<file path="config.mk">
export PLATFORM = sky130hd
export DESIGN_NAME = load_data_seq
export DESIGN_NICKNAME = d
export VERILOG_FILES = /design/src/rtl/load_data_seq.sv
export SDC_FILE = /design/constraint.sdc
export NUM_CORES = 1
export LEC_CHECK = 0
export BUFFER_PORTS_ARGS = -buffer_cell sky130_fd_sc_hd__buf_2
export CORE_MARGIN = 2
export CORE_UTILIZATION = 45
export CTS_BUF_LIST = sky130_fd_sc_hd__clkbuf_8 sky130_fd_sc_hd__clkbuf_16
export CTS_CLUSTER_DIAMETER = 40
export DETAILED_ROUTE_END_ITERATION = 7
export HOLD_SLACK_MARGIN = 0.06
export PLACE_DENSITY = 0.73
export SLEW_MARGIN = 20
export SYNTH_ARGS = -nofsm -noshare
export SYNTH_HDL_FRONTEND = slang
export SYNTH_SLANG_ARGS = --single-unit
</file>
<file path="constraint.sdc">
create_clock -name clk -period 10.2 [get_ports clk]
set_input_delay 1.02 -clock clk [delete_from_list [all_inputs] [get_ports clk]]
set_output_delay 1.02 -clock clk [all_outputs]
set_load 0.05 [all_outputs]
</file>
<file path="src/rtl/load_data_seq.sv">
// rtl/load_data_seq.sv - splits a (pointer, length) request into row-read beats
//
// Ports:
//   clk, rst_n         clock, asynchronous active-low reset
//   flush              synchronous abort of the current request
//   req_valid/ready    request handshake; req_pointer, req_len carry the request
//   beat_valid/ready   beat handshake toward the memory read port / lane select
//   beat_addr          row address (wraps modulo 2^ADDR_WIDTH)
//   beat_begin         first valid element within the row
//   beat_len           valid elements in the row (1..DATA_READ_WIDTH)
//   beat_first/last    first / final beat of the request
//   beat_idx           beat number within the request
module load_data_seq #(
    parameter int DATA_READ_WIDTH = 32,
    parameter int POINTER_WIDTH   = 30,
    parameter int ADDR_WIDTH      = 21,
    parameter int LEN_WIDTH       = 11
) (
    input  logic                     clk,
    input  logic                     rst_n,
    input  logic                     flush,
    input  logic                     req_valid,
    output logic                     req_ready,
    input  logic [POINTER_WIDTH-1:0] req_pointer,
    input  logic [LEN_WIDTH-1:0]     req_len,
    output logic                     beat_valid,
    input  logic                     beat_ready,
    output logic [ADDR_WIDTH-1:0]    beat_addr,
    output logic [LEN_WIDTH-1:0]     beat_begin,
    output logic [LEN_WIDTH-1:0]     beat_len,
    output logic                     beat_first,
    output logic                     beat_last,
    output logic [LEN_WIDTH-1:0]     beat_idx
);

    localparam int SHIFT = $clog2(DATA_READ_WIDTH);
    localparam logic [LEN_WIDTH:0] ROW_ELEMS = (LEN_WIDTH+1)'(DATA_READ_WIDTH);

    typedef enum logic {IDLE, BUSY} state_t;

    state_t                  state_q, state_d;
    logic [ADDR_WIDTH-1:0]   addr_q;
    logic [LEN_WIDTH-1:0]    begin_q, rem_q, idx_q;

    logic [LEN_WIDTH:0]      room, span;
    logic [POINTER_WIDTH-1:0] row_ptr;
    logic                    unused_row;
    logic                    last, fire, accept, load;

    // Row index of the request; bits above ADDR_WIDTH are deliberately dropped.
    assign row_ptr    = req_pointer >> SHIFT;
    assign unused_row = ^row_ptr;

    // Widened by one bit so a full row (begin 0, rem >= W) does not overflow.
    assign room = ROW_ELEMS - {1'b0, begin_q};
    assign span = {1'b0, begin_q} + {1'b0, rem_q};
    assign last = (span <= ROW_ELEMS);

    assign beat_addr  = addr_q;
    assign beat_begin = begin_q;
    assign beat_idx   = idx_q;
    assign beat_len   = (room < {1'b0, rem_q}) ? room[LEN_WIDTH-1:0] : rem_q;
    assign beat_first = (idx_q == '0);
    assign beat_last  = last;

    always_ff @(posedge clk or negedge rst_n) begin
        if (!rst_n) begin
            state_q <= IDLE;
        end else begin
            state_q <= state_d;
        end
    end

    always_comb begin
        state_d    = state_q;
        req_ready  = 1'b0;
        beat_valid = 1'b0;
        fire       = 1'b0;
        case (state_q)
            IDLE: begin
                req_ready = !flush;
            end
            BUSY: begin
                beat_valid = 1'b1;
                fire       = beat_ready;
                // A new request may ride on the last-beat fire for gapless streaming.
                req_ready  = !flush && beat_ready && last;
            end
            default: state_d = IDLE;
        endcase
        accept = req_valid && req_ready;
        load   = accept && (req_len != '0);
        if (flush) begin
            state_d = IDLE;
        end else if (load) begin
            state_d = BUSY;
        end else if (accept || (fire && last)) begin
            state_d = IDLE;
        end
    end

    always_ff @(posedge clk or negedge rst_n) begin
        if (!rst_n) begin
            addr_q  <= '0;
            begin_q <= '0;
            rem_q   <= '0;
            idx_q   <= '0;
        end else if (!flush) begin
            if (load) begin
                addr_q  <= row_ptr[ADDR_WIDTH-1:0];
                begin_q <= LEN_WIDTH'(req_pointer[SHIFT-1:0]);
                rem_q   <= req_len;
                idx_q   <= '0;
            end else if (fire && !last) begin
                addr_q  <= addr_q + 1'b1;
                begin_q <= '0;
                rem_q   <= rem_q - beat_len;
                idx_q   <= idx_q + 1'b1;
            end
        end
    end

endmodule

</file>
# [Word level (Yosys, flattened, before mapping)]
# Index checks and enable logic that the tools add are counted.
[op_classes] n_bitwise=2 magnitude_cmp=2 add_sub_neg=5 reduce_logical=14 mux=15
[op_table] operator="$mux W11" count=7
[op_table] operator="$mux W21" count=2
[op_table] operator="$add A21 B1 Y21 const B" count=1
[op_table] operator="$add A11 B11 Y12" count=1
[op_table] operator="$le A12 B6 Y1 const B" count=1
[op_table] operator="$lt A12 B11 Y1" count=1
[op_table] operator="$sub A6 B11 Y12 const A" count=1
[op_table] operator="$add A11 B1 Y11 const B" count=1
[op_table] operator="$logic_not A11 Y1" count=1
[op_table] operator="$reduce_bool A11 Y1" count=1
[op_table] operator="$sub A11 B11 Y11" count=1
[op_table] operator="$logic_and A1 B1 Y1" count=6
[op_table] operator="$mux W1" count=5
[op_table] operator="$reduce_bool A3 Y1" count=1
[op_table] operator="$logic_not A1 Y1" count=2
[op_table] operator="$not A1 Y1" count=2
[op_table] operator="$pmux W1 S2" count=1
[op_table] operator="$reduce_and A2 Y1" count=1
[op_table] operator="$reduce_bool A2 Y1" count=1
[op_table] operator="$logic_or A1 B1 Y1" count=1
[word_totals] ff_bits=55

# [Longest topological paths before layout]
[depth] depth_word=9 mapped_depth=23

# [Least setup slack after synthesis]
# Ideal clock, no wire load.
[synth_timing] path_kind="register to register" startpoint="register begin_q[0], in the netlist beat_begin[0]" endpoint="register rem_q[8]" stages_incl_launch_ff=24 t_required_ps=10071 t_arrival_ps=5488 synth_period_minus_slack_ps=5617 path_slack_ps=4583 path_buffers=1 cell_sequence="dfrtp_1 > inv_1 > ha_1 > ha_1 > nor2b_1 > o21a_1 > o21a_1 > o21ai_0 > nand2b_1 > a21oi_1 > or3_1 > clkbuf_1 > mux2i_1 > ha_1 > inv_1 > fa_1 > a21o_1 > a21oi_1 > nor2b_1 > o21ai_0 > nand2b_1 > nor4_1 > xnor2_1 > o21ai_1"
[synth_lines] item="start, declared" line_no="43" source="logic [LEN_WIDTH-1:0] begin_q, rem_q, idx_q;"
[synth_lines] item="start signal, assigned" line_no="111" source="begin_q <= LEN_WIDTH'(req_pointer[SHIFT-1:0]);"
[synth_lines] item="$sub A6 B11 Y12 (*)" line_no="55" source="assign room = ROW_ELEMS - {1'b0, begin_q};"
[synth_lines] item="$lt A12 B11 Y1" line_no="62" source="assign beat_len = (room < {1'b0, rem_q}) ? room[LEN_WIDTH-1:0] : rem_q;"
[synth_lines] item="$mux W11 (*)" line_no="62"
[synth_lines] item="net beat_len[0]" line_no="30" source="output logic [LEN_WIDTH-1:0] beat_len,"
[synth_lines] item="$sub A11 B11 Y11 (*)" line_no="117" source="rem_q <= rem_q - beat_len;"
[synth_lines] item="$mux W11 (*)" line_no="114" source="end else if (fire && !last) begin"
[synth_lines] item="$mux W11 (*)" line_no="109" source="if (load) begin"
[synth_lines] item="end signal, assigned" line_no="112" source="rem_q <= req_len;"
[synth_lines] item="end signal, assigned" line_no="117"
[synth_lines] item="end, declared" line_no="43"
# The timed path passes the listed nets; every way through them passes the cells marked *. The select of a mux whose other input is x is not followed.
# A chain may end at the register's enable or synchronous reset.

# [Final worst setup path]
[layout_timing] startpoint="register begin_q[0], in the netlist beat_begin[0]" endpoint="register rem_q[8]"
[layout_between] elab_chain_cells=8
[layout_lines] item="parallel branches: the longest is 8 deep, another holds $sub A6 B11 Y12"
# Parallel ways; which one is timed is not known. The select of a mux whose other input is x is not followed.

==> results.yml <==
status:
  status: "complete, no violations"
clock_tree:
  postCtsResizedCells: 0
  cts-root-buf: "clkbuf_8"
  htreeDepth: 2
  cts_sinks: 49
  clock_path_buffers: 2
  path_clk_slew_ns: 0.09
  cts_hold_buf: 0
  cts_setup_buffers: 0
  insertion_delay_ns: 0.30
  cts_inserted_buffers: 5
  cts_tree: "yes"
sta:
  hold_ws_ns: 0.551
  skew_ns: 0.00425
  fin_crit_sh: 0.475
  rsz0062_at_grt: "no"
  fmax_ghz: 0.207
  worst_slew_pin_slew_ns: 0.943
  maxSlewViolCount: 0
  setup_viol: 0
  hold_violations: 0
  min_period_ns: 4.84
  setup_tns_ns: 0
  relSlewSlack: 0.371
route:
  route.detailed.drc: 0
  drtIter0Drc: 212
  dr.pass1.iters: 4
  routed_via_density: 5.61
  antenna_left: 0
  wl_mm: 8.84
  vias: 3289
  wl_per_cell_um: 15.1
logic_synthesis:
  syn_area_sq_um: 3520
  synth.mux.area_fraction: 0.0419
  synth_top_area_frac: 0.348
  synthArstFlopShare: 1.00
  synth_top_flop_cell: "dfrtp_1"
  avgSynthCellArea_sq_um: 8.67
  synth_cell_types: 60
  synth_xor_area_frac: 0.0697
  yosysTopAreaCell: "dfrtp_1"
  ys_seq_area_frac: 0.348
  syn_inst: 406
  synth_compound_area_frac: 0.169
  yosys.area_share.simple: 0.215
  yosys_warnings: 0
  netlist_top_cells_area: "dfrtp_1, ha_1, nand2_1, xnor2_1, o21ai_0"
  synth_fa_ha_area_frac: 0.0860
  synth_top_family_by_area: "simple AND/OR/NAND/NOR gates"
  ys_ff_latch: 49
  synth-edff-count: 0
floorplanning:
  die_area_sq_um: 8550
  rows: 32
  initial_utilization: 0.460
  fp.dieH_um: 92.5
  die_w_um: 92.5
  coreArea_sq_um: 7650
  ios: 104
setup_path:
  path_class: "reg -> reg"
  path_max_fanout: 11
  crit_path_start: "beat_begin[0]$_DFFE_PN0P_"
  cp.required_ns: 10.37
  cp-end-kind: "register"
  r2r_start: "beat_begin[0]$_DFFE_PN0P_"
  worstPathArrival_ns: 5.01
  crit_path_start_kind: "register"
placement:
  dpl.hpwl_mm: 6.53
  gp_congestion: 0.818
  placed_cell_area_sq_um: 3980
  io_buffers: 88
global_route:
  antenna_found_initial: 0
  grt_max_degree: 50
  grt_pass1_wl_mm: 15.0
  grt_usage: 0.214
  grt_pass1_vias: 3205
  grt-ovfl-total: 0
layout:
  syn_to_final_growth_pct: 15.8
  fin_nets: 553
  final_common_cell: "buf_2"
  drive_gt1_frac: 0.231
  most-common-layout-cells: "buf_2, dfrtp_1, nand2_1, nor2_1, o21ai_0"
  final_area_sq_um: 4080
  diodes: 0
min_path:
  min_path_type: "reg -> reg"
  min_from: "beat_idx[0]$_DFFE_PN0P_"
pwr:
  p_leak_nw: 1.91
  vdd_drop_max_mv: 0.0893
  power_density_nw_per_um2: 223
run:
  maxCapViolations: 0
[cells by family after synthesis]
logic type,count (synthesis)
AND/OR/NAND/NOR,149
AO/OA/AOI/OAI,92
buffers and inverters,50
flip-flops,49
XOR/XNOR,28
adder cells (fa/ha/maj),23
multiplexers,14
other,1
[state kept, by name (all words and copies together), names as in the netlist]
register / cells
state_q: 1
beat_addr: 21
beat_idx: 11
beat_begin: 5
rem_q: 11
[critical path, cell delays in order, from the launching register on]
cell	delay [ns]
dfrtp_1	0.42
inv_1	0.13
ha_1	0.35
ha_1	0.29
nor2b_1	0.13
o21a_1	0.16
o21a_1	0.17
o21ai_0	0.14
nand2b_1	0.09
a21oi_1	0.17
or3_1	0.50
mux2i_1	0.29
ha_1	0.20
inv_1	0.06
fa_1	0.40
a21o_1	0.19
a21oi_1	0.21
nor2b_1	0.07
o21ai_0	0.15
nand2b_1	0.13
nor4_1	0.25
xnor2_1	0.16
o21ai_1	0.07
[cell usage after synthesis (10+ instances only)]
cell / instances
a21oi_1: 16
a31oi_1: 10
buf_4: 11
clkbuf_1: 15
dfrtp_1: 49
ha_1: 21
inv_1: 21
nand2_1: 39
nand3_1: 18
nor2_1: 27
o21ai_0: 23
xnor2_1: 16
xor2_1: 12
[layer usage]
metal / up-vias / routed length (um) / GRT usage
met5: - / 0 / 0
met4: 0 / 173 / 0.0709
met1: 1601 / 4050 / 0.284
met2: 80 / 4230 / 0.355
li1: 1592 / - / -
met3: 16 / 374 / 0.0366
[cell type report]
type                    count  area, sq um
inverters                  21         78.8
clock inverters             1         7.51
clock buffers               6         82.6
repair buffers             90          455
multi-input cells         317         2100
fillers                   733         3570
well taps                 102          128
flip-flops and latches     49         1230
[metrics by stage]
step                      std cells  power [mW]  utilization  worst slack, ns
after floorplan                 416       0.680            -             4.58
after global placement          579       0.772        0.521             5.48
after detailed placement        579       0.787        0.521             5.36
after CTS                       586       0.909        0.532             5.35
after global routing            586       0.981        0.533             4.85
final                           586       0.908        0.533             5.36
[power breakdown]
part / internal, mW / leakage (nW) / switching, mW
Clock: 0.0538 / 0.0433 / 0.0668
Combinational: 0.185 / 1.27 / 0.312
Sequential: 0.232 / 0.599 / 0.0593
Total: 0.470 / 1.91 / 0.438
[final timing paths]
kind                       slack, ns                       end  depth (start not counted)
min in group asynchronous       0.80  beat_addr[5]$_DFFE_PN0P_                          2
hold / removal                  0.55   beat_idx[0]$_DFFE_PN0P_                          1
setup / recovery                5.36      rem_q[8]$_DFFE_PN0P_                         22
setup reg to reg                5.36      rem_q[8]$_DFFE_PN0P_                         22
hold reg to reg                 0.55   beat_idx[0]$_DFFE_PN0P_                          1
max in group asynchronous       8.96     rem_q[10]$_DFFE_PN0P_                          2
(Power assumes the default switching activity.)
